**src/rtl/arb_pkg.sv**
```systemverilog
// Shared defaults and helpers for the arbitrated request buffer.
package arb_pkg;

    localparam int unsigned N_DEF     = 4;
    localparam int unsigned DW_DEF    = 8;
    localparam int unsigned DEPTH_DEF = 4;

    localparam int unsigned OH_W  = 16;
    localparam int unsigned IDX_W = 4;

    // Index of the lowest set bit; only meaningful for a one-hot input.
    function automatic logic [IDX_W-1:0] onehot_to_idx(input logic [OH_W-1:0] oh);
        logic [IDX_W-1:0] idx;
        idx = '0;
        for (int i = OH_W - 1; i >= 0; i--) begin
            if (oh[i]) idx = IDX_W'(i);
        end
        return idx;
    endfunction

endpackage

```
**src/rtl/sync_fifo.sv**
```systemverilog
// Single-clock FIFO with registered full/empty; pushes while full are dropped.
module sync_fifo #(
    parameter int unsigned DW    = 8,
    parameter int unsigned DEPTH = 4
) (
    input  logic          clk,
    input  logic          rst,
    input  logic          push,
    input  logic          pop,
    input  logic [DW-1:0] wdata,
    output logic [DW-1:0] rdata,
    output logic          full,
    output logic          empty
);

    localparam int unsigned AW = $clog2(DEPTH);
    localparam int unsigned CW = AW + 1;

    logic [DW-1:0] mem_q [DEPTH];
    logic [AW-1:0] wptr_q, wptr_d;
    logic [AW-1:0] rptr_q, rptr_d;
    logic [CW-1:0] cnt_q, cnt_d;
    logic          do_push, do_pop;

    assign full  = (cnt_q == CW'(DEPTH));
    assign empty = (cnt_q == '0);
    assign rdata = mem_q[rptr_q];

    always_comb begin
        do_push = push && !full;
        do_pop  = pop && !empty;
        wptr_d  = do_push ? wptr_q + AW'(1) : wptr_q;
        rptr_d  = do_pop  ? rptr_q + AW'(1) : rptr_q;
        cnt_d   = cnt_q;
        case ({do_push, do_pop})
            2'b10:   cnt_d = cnt_q + CW'(1);
            2'b01:   cnt_d = cnt_q - CW'(1);
            default: cnt_d = cnt_q;
        endcase
    end

    always_ff @(posedge clk) begin
        if (rst) begin
            wptr_q <= '0;
            rptr_q <= '0;
            cnt_q  <= '0;
        end else begin
            wptr_q <= wptr_d;
            rptr_q <= rptr_d;
            cnt_q  <= cnt_d;
        end
    end

    // Storage needs no reset; nothing is written on a reset edge.
    always_ff @(posedge clk) begin
        if (!rst && do_push) mem_q[wptr_q] <= wdata;
    end

endmodule

```
**src/rtl/arb_req_buffer.sv**
```systemverilog
// Per-requester queues feeding an external arbiter, with a one-word output register.
// Optional sticky grant-error flag on port err when ARB_REQ_BUFFER_ERR_EN is defined.
module arb_req_buffer
    import arb_pkg::*;
#(
    parameter int unsigned N     = N_DEF,
    parameter int unsigned DW    = DW_DEF,
    parameter int unsigned DEPTH = DEPTH_DEF
) (
    input  logic                 clk,
    input  logic                 rst,
    input  logic [N-1:0]         in_valid,
    output logic [N-1:0]         in_ready,
    input  logic [N*DW-1:0]      in_data,
    output logic [N-1:0]         req,
    output logic                 enable,
    input  logic [N-1:0]         gnt,
    input  logic                 valid,
    output logic                 out_valid,
    output logic [DW-1:0]        out_data,
    output logic [$clog2(N)-1:0] out_id,
`ifdef ARB_REQ_BUFFER_ERR_EN
    output logic                 err,
`endif
    input  logic                 out_ready
);

    localparam int unsigned IW = $clog2(N);

    if (N < 2 || N > 16) begin : g_bad_n
        $error("arb_req_buffer: N must be 2..16");
    end
    if (DEPTH < 2 || (DEPTH & (DEPTH - 1)) != 0) begin : g_bad_depth
        $error("arb_req_buffer: DEPTH must be a power of two >= 2");
    end

    logic [N-1:0]  full, empty, pop;
    logic [DW-1:0] fifo_rdata [N];
    logic          gnt_onehot, pop_ok;
    logic [IW-1:0] gnt_idx;

    logic          out_valid_q, out_valid_d;
    logic [DW-1:0] out_data_q,  out_data_d;
    logic [IW-1:0] out_id_q,    out_id_d;

    for (genvar i = 0; i < N; i++) begin : g_q
        sync_fifo #(
            .DW    (DW),
            .DEPTH (DEPTH)
        ) u_fifo (
            .clk   (clk),
            .rst   (rst),
            .push  (in_valid[i]),
            .pop   (pop[i]),
            .wdata (in_data[i*DW +: DW]),
            .rdata (fifo_rdata[i]),
            .full  (full[i]),
            .empty (empty[i])
        );
    end

    assign in_ready  = ~full;
    assign req       = ~empty;
    assign enable    = !out_valid_q || out_ready;
    assign out_valid = out_valid_q;
    assign out_data  = out_data_q;
    assign out_id    = out_id_q;

    // A pop needs a clean one-hot grant onto a non-empty queue with room downstream.
    always_comb begin
        gnt_onehot = (gnt != '0) && ((gnt & (gnt - N'(1))) == '0);
        gnt_idx    = IW'(onehot_to_idx(OH_W'(gnt)));
        pop_ok     = valid && enable && gnt_onehot && ((gnt & req) != '0);
        pop        = pop_ok ? gnt : '0;
    end

    always_comb begin
        out_valid_d = out_valid_q;
        out_data_d  = out_data_q;
        out_id_d    = out_id_q;
        if (pop_ok) begin
            out_valid_d = 1'b1;
            out_data_d  = fifo_rdata[gnt_idx];
            out_id_d    = gnt_idx;
        end else if (out_ready) begin
            out_valid_d = 1'b0;
        end
    end

    always_ff @(posedge clk) begin
        if (rst) begin
            out_valid_q <= 1'b0;
            out_data_q  <= '0;
            out_id_q    <= '0;
        end else begin
            out_valid_q <= out_valid_d;
            out_data_q  <= out_data_d;
            out_id_q    <= out_id_d;
        end
    end

`ifdef ARB_REQ_BUFFER_ERR_EN
    logic err_q;

    // Any asserted grant-valid that does not produce a pop is a protocol violation.
    always_ff @(posedge clk) begin
        if (rst)                  err_q <= 1'b0;
        else if (valid && !pop_ok) err_q <= 1'b1;
    end

    assign err = err_q;
`endif

endmodule

```
**config.mk**
```make
export PLATFORM = sky130hd
export DESIGN_NAME = arb_req_buffer
export DESIGN_NICKNAME = d
export VERILOG_FILES = /design/src/rtl/arb_pkg.sv /design/src/rtl/sync_fifo.sv /design/src/rtl/arb_req_buffer.sv
export SDC_FILE = /design/constraint.sdc
export NUM_CORES = 1
export LEC_CHECK = 0
export ABC_AREA = 1
export ABC_CLOCK_PERIOD_IN_PS = 5300
export CAP_MARGIN = 25
export CORE_UTILIZATION = 40
export DETAILED_ROUTE_END_ITERATION = 7
export PLACE_DENSITY = 0.63
export SLEW_MARGIN = 20
export SYNTH_ARGS = -nofsm -noshare
export SYNTH_HDL_FRONTEND = slang
export SYNTH_HIERARCHICAL = 1
export SYNTH_SLANG_ARGS = --single-unit
```
**constraint.sdc**
```tcl
create_clock -name clk -period 5.3 [get_ports clk]
set_input_delay 1.06 -clock clk [delete_from_list [all_inputs] [get_ports clk]]
set_output_delay 1.06 -clock clk [all_outputs]
set_load 0.1 [all_outputs]
```
Word level (Yosys, flattened, before mapping)
Memories as Yosys holds them, arrays and structs flattened. A register that Yosys moved wholly into a read port is not among the register bits.
Cells that the tools add are included.
Widths: inputs -> output; s select.
{"block": "word_totals", "reg_bits": 39, "ramBits": 128, "input_bits": 44, "output_inout_bits": 20, "elab_cells": 123, "n_memories": 4}
{"memory": "g_q[0].u_fifo.mem_q", "depth": 4, "width": 8, "read_ports": 1, "rd_ports_with_merged_regs": 1, "wr": 1, "line": "sync_fifo.sv:19", "source": "logic [DW-1:0] mem_q [DEPTH];"}
{"memory": "g_q[1].u_fifo.mem_q", "depth": 4, "width": 8, "read_ports": 1, "rd_ports_with_merged_regs": 1, "wr": 1, "line": "sync_fifo.sv:19"}
{"memory": "g_q[2].u_fifo.mem_q", "depth": 4, "width": 8, "read_ports": 1, "rd_ports_with_merged_regs": 1, "wr": 1, "line": "sync_fifo.sv:19"}
{"memory": "g_q[3].u_fifo.mem_q", "depth": 4, "width": 8, "read_ports": 1, "rd_ports_with_merged_regs": 1, "wr": 1, "line": "sync_fifo.sv:19"}
{"block": "classes", "add_sub_neg": 17, "order_cmp": 1, "n_eq_ne": 12, "mux": 30, "n_bitwise": 5, "n_reduce_logical": 39}
{"operator": "$mux 2", "n": 12}
{"operator": "$pmux 3 s2", "n": 4}
{"operator": "$add 2x1->2 const B", "n": 8}
{"operator": "$bmux 8 s2", "n": 1}
{"operator": "$logic_and 1x1->1", "n": 16}
{"operator": "$mux 8", "n": 2}
{"operator": "$add 3x1->3 const B", "n": 4}
{"operator": "$eq 3x3->1 const B", "n": 4}
{"operator": "$logic_not 3->1", "n": 4}
{"operator": "$sub 3x1->3 const B", "n": 4}
{"operator": "$logic_not 1->1", "n": 10}
{"operator": "$mux 1", "n": 10}
{"operator": "$reduce_bool 2->1", "n": 5}
{"operator": "$and 4x4->4", "n": 2}
{"operator": "$eq 2x1->1 const B", "n": 4}
{"operator": "$eq 2x2->1 const B", "n": 4}
{"operator": "$not 4->4", "n": 2}
{"operator": "$reduce_bool 4->1", "n": 2}
{"operator": "$logic_not 4->1", "n": 1}
{"operator": "$mux 4", "n": 1}
{"operator": "$sub 4x1->4 const B", "n": 1}
{"operator": "$ge 3x3->1 const B", "n": 1}
{"operator": "$not 2->3", "n": 1}
{"operator": "$logic_or 1x1->1", "n": 1}

Longest topological paths before layout
Gate-level depths: netlist of run 1.
{"block": "depth", "word_depth": 10, "mapped_depth": 20, "ltp_nobuf": 19}

Cells and area by module
The synthesis of run 1 kept the hierarchy.
{"module": "sync_fifo", "instances": 4, "cells_each": 151, "area_per_inst_um2": 1707.9, "seq_area_each_um2": 1141.1}
{"module": "arb_req_buffer", "instances": 1, "cells_each": 198, "area_per_inst_um2": 1003.5, "seq_area_each_um2": 220.2}

Worst setup path before layout of run 1
Ideal clock, no wire load.
{"block": "synth_timing", "path_kind": "input to register", "from": "in out_ready", "to": "reg g_q[2].u_fifo.cnt_q[2]", "setup_time_ns": 0.113, "arrival_time_ns": 3.428, "t_required_ns": 5.187, "path_slack_ns": 1.759, "cell_stages": 18, "n_path_buf": 1, "cell_sequence": "inv_1 -> nand2_1 -> nand2_1 -> nor2_1 -> nand3_1 -> buf_2 -> nor2_1 -> nand2_1 -> inv_1 -> ha_1 -> inv_1 -> fa_1 -> inv_1 -> nand2_1 -> nand3_1 -> nand2_1 -> nand2_1 -> nor2_1"}
{"block": "synth_between", "elab_chain_len": 8, "word_cells_on_any_way": 10}
{"element": "start, declared", "line": "arb_req_buffer.sv:25", "source": "input logic out_ready"}
{"element": "$logic_or 1x1->1 (*)", "line": "arb_req_buffer.sv:64", "source": "assign enable = !out_valid_q || out_ready;"}
{"element": "via enable", "line": "arb_req_buffer.sv:16", "source": "output logic enable,"}
{"element": "$logic_and 1x1->1 (*) (3 in a row)", "line": "arb_req_buffer.sv:73", "source": "pop_ok = valid && enable && gnt_onehot && ((gnt & req) != '0);"}
{"element": "$mux 4 (*)", "line": "arb_req_buffer.sv:74", "source": "pop = pop_ok ? gnt : '0;"}
{"element": "via pop[2]", "line": "arb_req_buffer.sv:37", "source": "logic [N-1:0] full, empty, pop;"}
{"element": "$logic_and 1x1->1 (*)", "line": "sync_fifo.sv:31", "source": "do_pop = pop && !empty;"}
{"element": "via g_q[2].u_fifo.do_pop", "line": "sync_fifo.sv:23", "source": "logic do_push, do_pop;"}
{"element": "$eq 2x1->1 or $eq 2x2->1 (tied branches)", "line": "sync_fifo.sv:35", "source": "case ({do_push, do_pop})"}
{"element": "$pmux 3 s2 or $reduce_bool 2->1 (tied branches)"}
{"element": "end signal, assigned", "line": "sync_fifo.sv:50", "source": "cnt_q <= cnt_d;"}
{"element": "end, declared", "line": "sync_fifo.sv:22", "source": "logic [CW-1:0] cnt_q, cnt_d;"}
The timed path passes the listed nets; every way through them passes the cells marked *.
A chain may end at the register's enable or synchronous reset.

Worst setup path in the final report of run 1
{"block": "layout_timing", "from": "in out_ready", "to": "out enable"}
{"block": "layout_between", "elab_chain_len": 1}
{"element": "$logic_or 1x1->1", "line": "arb_req_buffer.sv:64"}
{"element": "end, declared", "line": "arb_req_buffer.sv:16"}
No other way between the ends.

==> results of run 1 <==
[layer usage]
metal	track usage (%)	vias to the layer above
met2	27.5	81
met3	3.63	21
met1	22.3	2520
li1	-	2770
met4	5.72	0
met5	0	-
[registers in the layout, indices dropped and copies added, names as in the netlist, named ones only]
signal	count
g_q.u_fifo/cnt_q	12
out_valid	1
g_q.u_fifo/rptr_q	8
out_id	2
g_q.u_fifo/mem_q	128
out_data	8
g_q.u_fifo/wptr_q	8
[layout by cell type (no fill, tap or decap), drive strengths merged]
master,n
fa,4
clkdlybuf4s50,63
clkinv,10
a21oi,21
ha,20
inv,144
dfxtp,47
edfxtp,128
nand4,1
nand3b,4
nand2,120
clkbuf,19
clkinvlp,2
buf,2
o21ai,74
o22ai,32
nor2,145
nand3,49
[stage by stage]
step	hold WS (ns)	worst slack, ns	cells
2_1_floorplan	0.459	1.76	802
3_3_place_gp	0.498	1.46	1113
3_5_place_dp	0.496	1.43	1113
4_1_cts	0.505	1.46	1145
5_1_grt	0.531	1.39	1145
6_report	0.499	1.46	1145
[critical path, cell delays in order]
cell	delay (ns)
clkdlybuf4s50_1	0.46
inv_1	0.04
nand2_1	0.09
clkdlybuf4s50_1	1.14
[report_power, final]
group / switching, W / leakage [nW] / total, W / internal [W]
clock network: 0.000514 / 0.255 / 0.00111 / 0.000599
registers: 0.0000257 / 1.55 / 0.00154 / 0.00152
logic: 0.000234 / 1.90 / 0.000341 / 0.000107
total: 0.000774 / 3.70 / 0.00300 / 0.00222
[synth_stat cells (5+ instances only)]
cell type and n:
nor2_1 137, inv_1 131, edfxtp_1 128, nand2_1 109, o21ai_0 57, nand3_1 49
dfxtp_1 47, o22ai_1 32, a21oi_1 21, ha_1 20, o21ai_2 12, inv_2 11
buf_6 9, nand2_2 9, nor2_2 8, o21ai_1 5
[cell type report]
cell class / instances / area (µm²) / share of cell area (%)
clock buffers: 19 / 433 / 4.70
well taps: 260 / 325 / 3.54
clock inverters: 13 / 91.3 / 0.993
repair buffers: 65 / 646 / 7.02
multi-input cells: 470 / 2380 / 25.9
flip-flops and latches: 175 / 4780 / 52.0
inverters: 143 / 537 / 5.83
[worst max-delay path by stage]
stage                             endpoint  depth (start not counted)  slack, ns       from
floorplan           g_q[2].u_fifo/cnt_q[2]                         18       1.76  out_ready
global route                        enable                          4       1.39  out_ready
CTS                                 enable                          4       1.46  out_ready
detailed placement  g_q[1].u_fifo/cnt_q[2]                         19       1.43     gnt[1]
global placement                    enable                          4       1.46  out_ready
finish                              enable                          4       1.46  out_ready
[cell families (layout without fill, tap and decap cells)]
logic type	count (synthesis)	after routing
AO/OA/AOI/OAI	127	127
adder cells (fa/ha/maj)	24	24
buffers and inverters	157	240
flip-flops	175	175
AND/OR/NAND/NOR	319	319
==> results.md, run 1 <==
Outcome:
- The run finished with clean final reports.

Clocking:
- For the worst-skew pair, the clock arrives at the later sink with an insertion delay of between 0.4 and 0.5 ns.
- The root cell of the clock tree is clkbuf_16.
- After clock tree synthesis, the setup repair step added 0 buffers.
- The number of clock sinks seen by CTS is roughly 180.
- After clock tree synthesis, the clock-pin slew on the worst setup and hold paths is ~0.070 ns.
- The number of buffers inserted by hold repair at cts is 0.
- Buffers inserted during clock tree synthesis total 17.
- The H-tree was split into 4 levels.
- Gates resized during post-CTS repair numbered 0.
- The clock passes through at most 2 buffers.
- TritonCTS built the clock tree.

Critical path:
- The startpoint type of the worst setup path is a primary input.
- The beginning of the worst register-to-register path is g_q[0].u_fifo/cnt_q[1].
- Setup slack on the worst reg-to-reg path comes out at about 2.5 ns.
- The endpoint class of the critical path is an output pin.
- The start-to-end type of the worst setup path is primary input to output pin.
- The worst-case reg-to-reg path depth is 20.
- Of all nets on the critical path, the largest fanout is 3.
- For the worst setup path, the data required time is around 4.2 ns.
- The arrival time at the worst endpoint is around 2.8 ns.
- The worst register-to-register path ends at g_q[1].u_fifo/cnt_q[2].

Pwr:
- The maximum resistive drop on vdd is 0.239 mV.
- The design draws 0.00300 W.
- Power spread over the standard cell area amounts to 326 mW/mm².
- The total leakage power is about 3.7 nW.

Yosys:
- The share of synthesized flip-flops with an asynchronous set or reset is 0%.
- The number of flip-flops and latches in the synthesized netlist is ~180.
- The net count after synthesis is just under 900.
- Of the total synthesized cell area, the portion taken by AND, OR, NAND and NOR gates is 17.0%.
- The unique cell type count in the Yosys netlist is 23.
- The synthesized-area fraction occupied by adder cells is under 10%.
- By area the synthesized netlist is led by edfxtp_1 (49%), dfxtp_1 (12%), nor2_1 (6.6%), inv_1 (6.3%), nand2_1 (5.2%).
- By area, the combinational part of the netlist is dominated by simple AND/OR/NAND/NOR gates.
- The synthesized netlist devotes 0% of its cell area to XOR and XNOR gates.
- The cell area that synthesis handed to floorplanning was roughly 0.008 mm².
- A synthesized cell averages 9.77 µm².
- The synthesized netlist devotes a little under a tenth of its cell area to compound gates.
- After synthesis, the largest area contributor takes up between 40% and 50% of total cell area.
- The number of flops mapped to enable cells by yosys is around 130.
- The top cell type by total area after synthesis is edfxtp_1.
- The multiplexer area fraction after synthesis is 0%.
- After technology mapping, the gate count stands at around 800.
- The yosys synthesis warning count is 6.
- In the synthesized netlist the dominant register cell turns out to be edfxtp_1.
- The sequential element share of the synthesized area is 61.1%.

Route:
- Routed signal wires occupy layers up through met4.
- Using the TritonRoute via totals, the vias-per-cell ratio works out to between 4 and 5.
- In the final routed layout, each cell accounts on average for roughly 14 µm.
- The number of detailed-routing iterations run before antenna repair is 5.
- The overall routed net length is around 16000 µm.
- The routed length on met1 is 7460 µm.
- After detailed routing, the met2 layer carries ~7600 µm of wire.
- The via count of the routed design is 5392.
- The routed length on met3 is roughly 570 µm.
- After detailed routing, the number of remaining DRC violations is 0.
- The remaining antenna violation count after routing is 0.
- The detailed router finished its first iteration with 295 violations.

Layout:
- The layout overhead on the synthesized area is 17.4%.
- The layout has about 1800 filler cells.
- The repair_antennas step left the layout with diodes totalling 0.
- The net count of the finished layout is 940.
- The share of final-layout standard cells stronger than drive strength 1 is 8.25%.
- The final design area excluding fillers is 0.00920 mm².
- Cells fill 48.5% of the core in the end.

STA:
- Setup violations remaining at the end of the flow were counted as 0.
- For the final routed database, the setup TNS stands at 0 ns.
- Setup repair after global routing left no endpoint under its margin.
- For the pin with the worst max-slew slack, the measured transition is 0.985 ns.
- The final hold violation count is 0.
- The worst slew slack as a fraction of its limit is 34.1%.
- The maximum frequency from static timing analysis is approximately 260 MHz.
- Dividing the final minimum period by the clock period gives between 70 and 80%.
- The final max-slew violation count is 0.
- Across the routed clock network, the largest skew measured is between 0.01 and 0.015 ns.
- The routed design could run at a clock period as short as just under 4 ns.

Die:
- In this run the standard cell core region covers approximately 0.019 mm².
- The die is ~140 µm tall.
- The floorplan has 50 rows.
- The floorplan step defined a die boundary enclosing 0.0202 mm².
- For this configuration, the core starts out at a cell density of between 40% and 50%.
- The horizontal die dimension is between 100 and 150 µm.
- In this run the count of I/O pins placed on the die edge is 64.

Min path:
- The startpoint of the worst hold path is g_q[0].u_fifo/rptr_q[1].
- Counting instances, the worst hold path has a depth of 2.
- The worst hold path belongs to the class flop to flop.

GRT:
- The first global-routing pass estimated between 20000 and 30000 µm of wire.
- The number of antenna violations at the first check in global routing is 0.
- The via count of the first global-routing pass came to 5109.
- Summed over all layers, the global routing overflow is 0.
- The maximum number of pins on one net before global-route repair is 19.
- For this run, the total global-route usage over all layers was measured as between 10% and 20%.

Place:
- After legalization and detailed placement, the total HPWL measured between 10000 and 15000 µm.
- The count of port buffers added during placement is between 60 and 70.
- Summing all placed instances gives a cell area of approximately 0.0087 mm².
- The congestion estimate from routability-driven global placement came to 0.803.

Flow run:
- The number of maximum-capacitance violations is 0.
(Power assumes the default switching activity.)
==> inputs of run 2 (changes only) <==
- ABC_CLOCK_PERIOD_IN_PS: 5300 -> 3200
- PLACE_DENSITY: 0.63 -> 0.66
- clock period: 5.3 -> 3.2 ns (I/O delays scaled with it)
==> run 2 against run 1 <==
Effect of this change: critical path depth increased by 14; sequential share of layout area is 1.2 points lower; flip-flop and latch count unchanged; register-to-register slack worse by 1.9 ns; via count increased by 3.0%; clock-buffer cell count is the same; design area up 2.3%; critical path type is now primary input to flop; largest power group unchanged.
==> results.md, run 2 (same netlist as run 1, synthesis figures left out) <==
Clocking:
- The clock-pin slew reported for the worst setup and hold paths after clock tree synthesis was 0.07 ns (about the same).
- The root cell of the clock tree is clkbuf_16 (unchanged).
- The number of H-tree levels came to 4 (unchanged).
- The number of buffers inserted during clock tree synthesis is 17 (unchanged).
- The later-pin clock latency in the skew report is 0.43 ns (about the same).
- The number of buffers inserted by hold repair at cts was 0 (unchanged).
- The CTS tree is done (unchanged).
- The post-CTS setup buffer count is 0 (unchanged).
- The maximum buffer depth of the clock tree came to 2 (unchanged).
- The number of cells upsized or downsized after cts is 0 (unchanged).
- The number of clock sinks seen by CTS was 175 (unchanged).

STA:
- The worst slack on hold paths is 0.498 ns (was 0.499 ns).
- The transition time at the pin with the least slew margin was 0.624 ns (was 0.985 ns).
- The final hold violation count is 0 (unchanged).
- RSZ-0062 raised after global routing: no (unchanged).
- The final max-slew violation count is 0 (unchanged).
- The worst slew slack as a fraction of its limit is 58.3% (was 34.1%).
- The worst setup slack after layout is 0.425 ns (was 1.46 ns).
- The clock tree skew after final layout is 0.00940 ns (was 0.0101 ns).
- The final critical-path required period is about 2.8 ns.
- Of the available clock period, the critical path in the final layout requires 86.7%.
- The count of endpoints failing setup in the final report is 0 (unchanged).
- Static timing analysis puts the maximum clock frequency at ~360 MHz.

Layout:
- The share of final-layout standard cells stronger than drive strength 1 is 12.9% (was 8.25%).
- The final design area excluding fillers is 0.00941 mm² (was 0.00920 mm²).
- Largest registers: g_q.u_fifo/mem_q: 128 flops, g_q.u_fifo/cnt_q: 12 flops (unchanged).
- The net total in the final layout came to 963 (was 940).
- The register ranked first by flip-flop count is g_q.u_fifo/mem_q (unchanged).
- The most frequent standard cell in the layout excluding fill and tap cells is nor2_1 (unchanged).
- The number of standard cells in the layout, taps in and fillers out is 1168 (was 1145).
- The end-of-flow core utilization was 49.7% (was 48.5%).
- The number of diodes added for antenna fixing is 0 (unchanged).
- The flip-flop count of the largest register after layout is 128 (unchanged).
- Leading cell types in the layout, fill and taps excluded: nor2_1 (137), inv_1 (131), edfxtp_1 (128), nand2_1 (108), o21ai_0 (57) (was nor2_1 (137), inv_1 (131), edfxtp_1 (128), nand2_1 (109), clkdlybuf4s50_1 (63)).
- The number of inserted filler cells in the final layout was 1741 (was 1753).
- The layout overhead on the synthesized area is 20.1% (was 17.4%).

Die:
- The number of placement rows is 50 (unchanged).
- The area of the core is 0.0190 mm² (unchanged).
- The starting density of the core is 41.3% (unchanged).
- The full die area came to 0.0202 mm² (unchanged).
- The boundary pin count is 64 (unchanged).
- The vertical die dimension is 142 µm (unchanged).
- The horizontal die dimension is 142 µm (unchanged).

Critical path:
- The start-to-end type of the worst setup path is primary input to flop (was primary input to output pin).
- The startpoint type of the worst setup path was a primary input (unchanged).
- The capture instance of the worst register-to-register path is g_q[1].u_fifo/cnt_q[2] (unchanged).
- The largest fanout on the critical path is 5 (was 3).
- The highest-delay cell along the critical path is clkdlybuf4s50_1 (unchanged).
- The data required time of the critical path is 3.53 ns (was 4.24 ns).
- The cell seen most often among critical-path stages is nand2_1 (was clkdlybuf4s50_1).
- The count of buffer and inverter cells on the critical path is 5 (was 3).
- Crit-path cells: clkdlybuf4s50_1 -> nand2_1 -> nand2_1 -> nor2_1 -> nand3_1 -> buf_4 -> nor2_1 -> nand2_1 -> inv_1 -> ha_1 -> inv_1 -> fa_1 -> inv_1 -> nand2_1 -> nand3_1 -> nand2_1 -> nand2_1 -> nor2_1 (was clkdlybuf4s50_1 -> inv_1 -> nand2_1 -> clkdlybuf4s50_1).
- The beginning of the worst register-to-register path was g_q[2].u_fifo/cnt_q[1] (was g_q[0].u_fifo/cnt_q[1]).
- The delay of the slowest critical-path stage was 0.52 ns (was 1.14 ns).
- The arrival time at the worst endpoint came to 3.10 ns (was 2.78 ns).
- The worst-case reg-to-reg path depth was 20 (unchanged).
- The internal reg-to-reg setup slack is 0.57 ns (was 2.51 ns).
- The family with the most delay on the worst path is simple AND/OR/NAND/NOR gates (was buffers and inverters).
- The endpoint class of the critical path is a flop (was output pin).

GRT:
- The number of antenna violations at the first check in global routing is 0 (unchanged).
- The residual overflow from global routing was 0 (unchanged).
- The all-layer global routing usage is 17.2% (was 16.9%).
- The via count of the first global-routing pass came to 5153 (was 5109).
- The global-route wire length before repair is 26100 µm (was 25600 µm).
- The maximum number of pins on one net before global-route repair is 18 (was 19).

Route:
- The number of detailed-routing iterations run before antenna repair was 5 (unchanged).
- The average vias per placed instance came to 4.76 (was 4.71).
- The remaining antenna violation count after routing is 0 (unchanged).
- The post-detailed-route DRC marker count came to 0 (unchanged).
- The via count of the routed design is 5555 (was 5392).
- The average routed wire per standard cell was 13.9 µm (about the same).
- The detailed router's first-iteration violation count is 370 (was 295).
- The overall routed net length is 16300 µm (was 15900 µm).

Min path:
- The startpoint of the worst hold path is g_q[2].u_fifo/rptr_q[1] (was g_q[0].u_fifo/rptr_q[1]).
- The path type of the worst min-delay path is flop to flop (unchanged).
- The number of cells on the worst hold path is 2 (unchanged).

Place:
- The post-DP HPWL came to 11300 µm (was 11100 µm).
- The cell area after placement was 0.00880 mm² (was 0.00868 mm²).
- The cell count after placement came to 1136 (was 1113).
- The post-placement setup slack is -0.0216 ns (was 1.43 ns).
- The last weighted congestion value of the routability-driven placer is 0.783 (was 0.803).
- The count of port buffers added during placement is 63 (unchanged).

Outcome:
- Status: finished, final reports clean (unchanged).

Flow run:
- The number of maximum-capacitance violations came to 0 (unchanged).

Pwr:
- The power per unit of standard cell area is 561 mW/mm² (was 326 mW/mm²).
- The maximum resistive drop on vdd is 0.388 mV (was 0.239 mV).
- The total leakage power is 3.89 nW (was 3.70 nW).
==> run 2: cell types whose count changed in the layout (fill, tap and decap cells not counted) <==
| cell | previous run | this run |
|---|---|---|
| buf_4 | 2 | 45 |
| clkdlybuf4s50_1 | 63 | 43 |
| clkinv_2 | 4 | 0 |
| bufinv_16 | 0 | 3 |
| clkinv_4 | 4 | 2 |
| inv_6 | 2 | 4 |
| inv_8 | 0 | 2 |
| clkinvlp_4 | 2 | 1 |
| nand2_1 | 109 | 108 |
| nand2_2 | 9 | 10 |
==> run 2: tightest hold or removal path, stage by stage (launching register included) <==
cell,delay [ns]
dfxtp_1,0.33
nand2_1,0.07
a21oi_1,0.06
==> run 2: per-layer routing <==
layer,global-route usage (%),vias to the layer above,wire length [µm]
met1,22.0,2587,7450
met2,28.6,121,7850
met4,6.06,0,269
met3,3.84,20,683
met5,0,-,0
li1,-,2827,-
==> run 2: worst max-delay path by stage <==
stage | from | endpoint | depth (start not counted)
finish | gnt[2] | g_q[1].u_fifo/cnt_q[2] | 18
global route | gnt[2] | g_q[0].u_fifo/cnt_q[2] | 18
CTS | gnt[2] | g_q[1].u_fifo/cnt_q[2] | 18
detailed placement | gnt[2] | g_q[1].u_fifo/cnt_q[2] | 18
global placement | gnt[2] | g_q[0].u_fifo/cnt_q[2] | 18
floorplan | out_valid | g_q[0].u_fifo/cnt_q[1] | 12
==> run 2: per-stage QoR <==
step | power [W] | TNS, ns
final | 0.00528 | 0
after global routing | 0.00548 | 0
after CTS | 0.00532 | 0
after floorplan | 0.00298 | 0
after detailed placement | 0.00318 | -0.0270
after global placement | 0.00317 | 0
==> run 2: where the power goes <==
group / total, W / internal (W) / switching [W]
clock: 0.00215 / 0.00125 / 0.000903
sequential: 0.00255 / 0.00251 / 0.0000418
combinational: 0.000576 / 0.000184 / 0.000392
==> run 2: layout make-up <==
| type | count | area, µm² | area share (%) |
|---|---|---|---|
| Clock buffer | 19 | 433 | 4.60 |
| Tap cell | 260 | 325 | 3.46 |
| Sequential cell | 175 | 4780 | 50.8 |
| Multi-Input combinational cell | 470 | 2390 | 25.4 |
| Clock inverter | 13 | 176 | 1.87 |
| Inverter | 143 | 537 | 5.70 |
| Timing Repair Buffer | 88 | 768 | 8.16 |
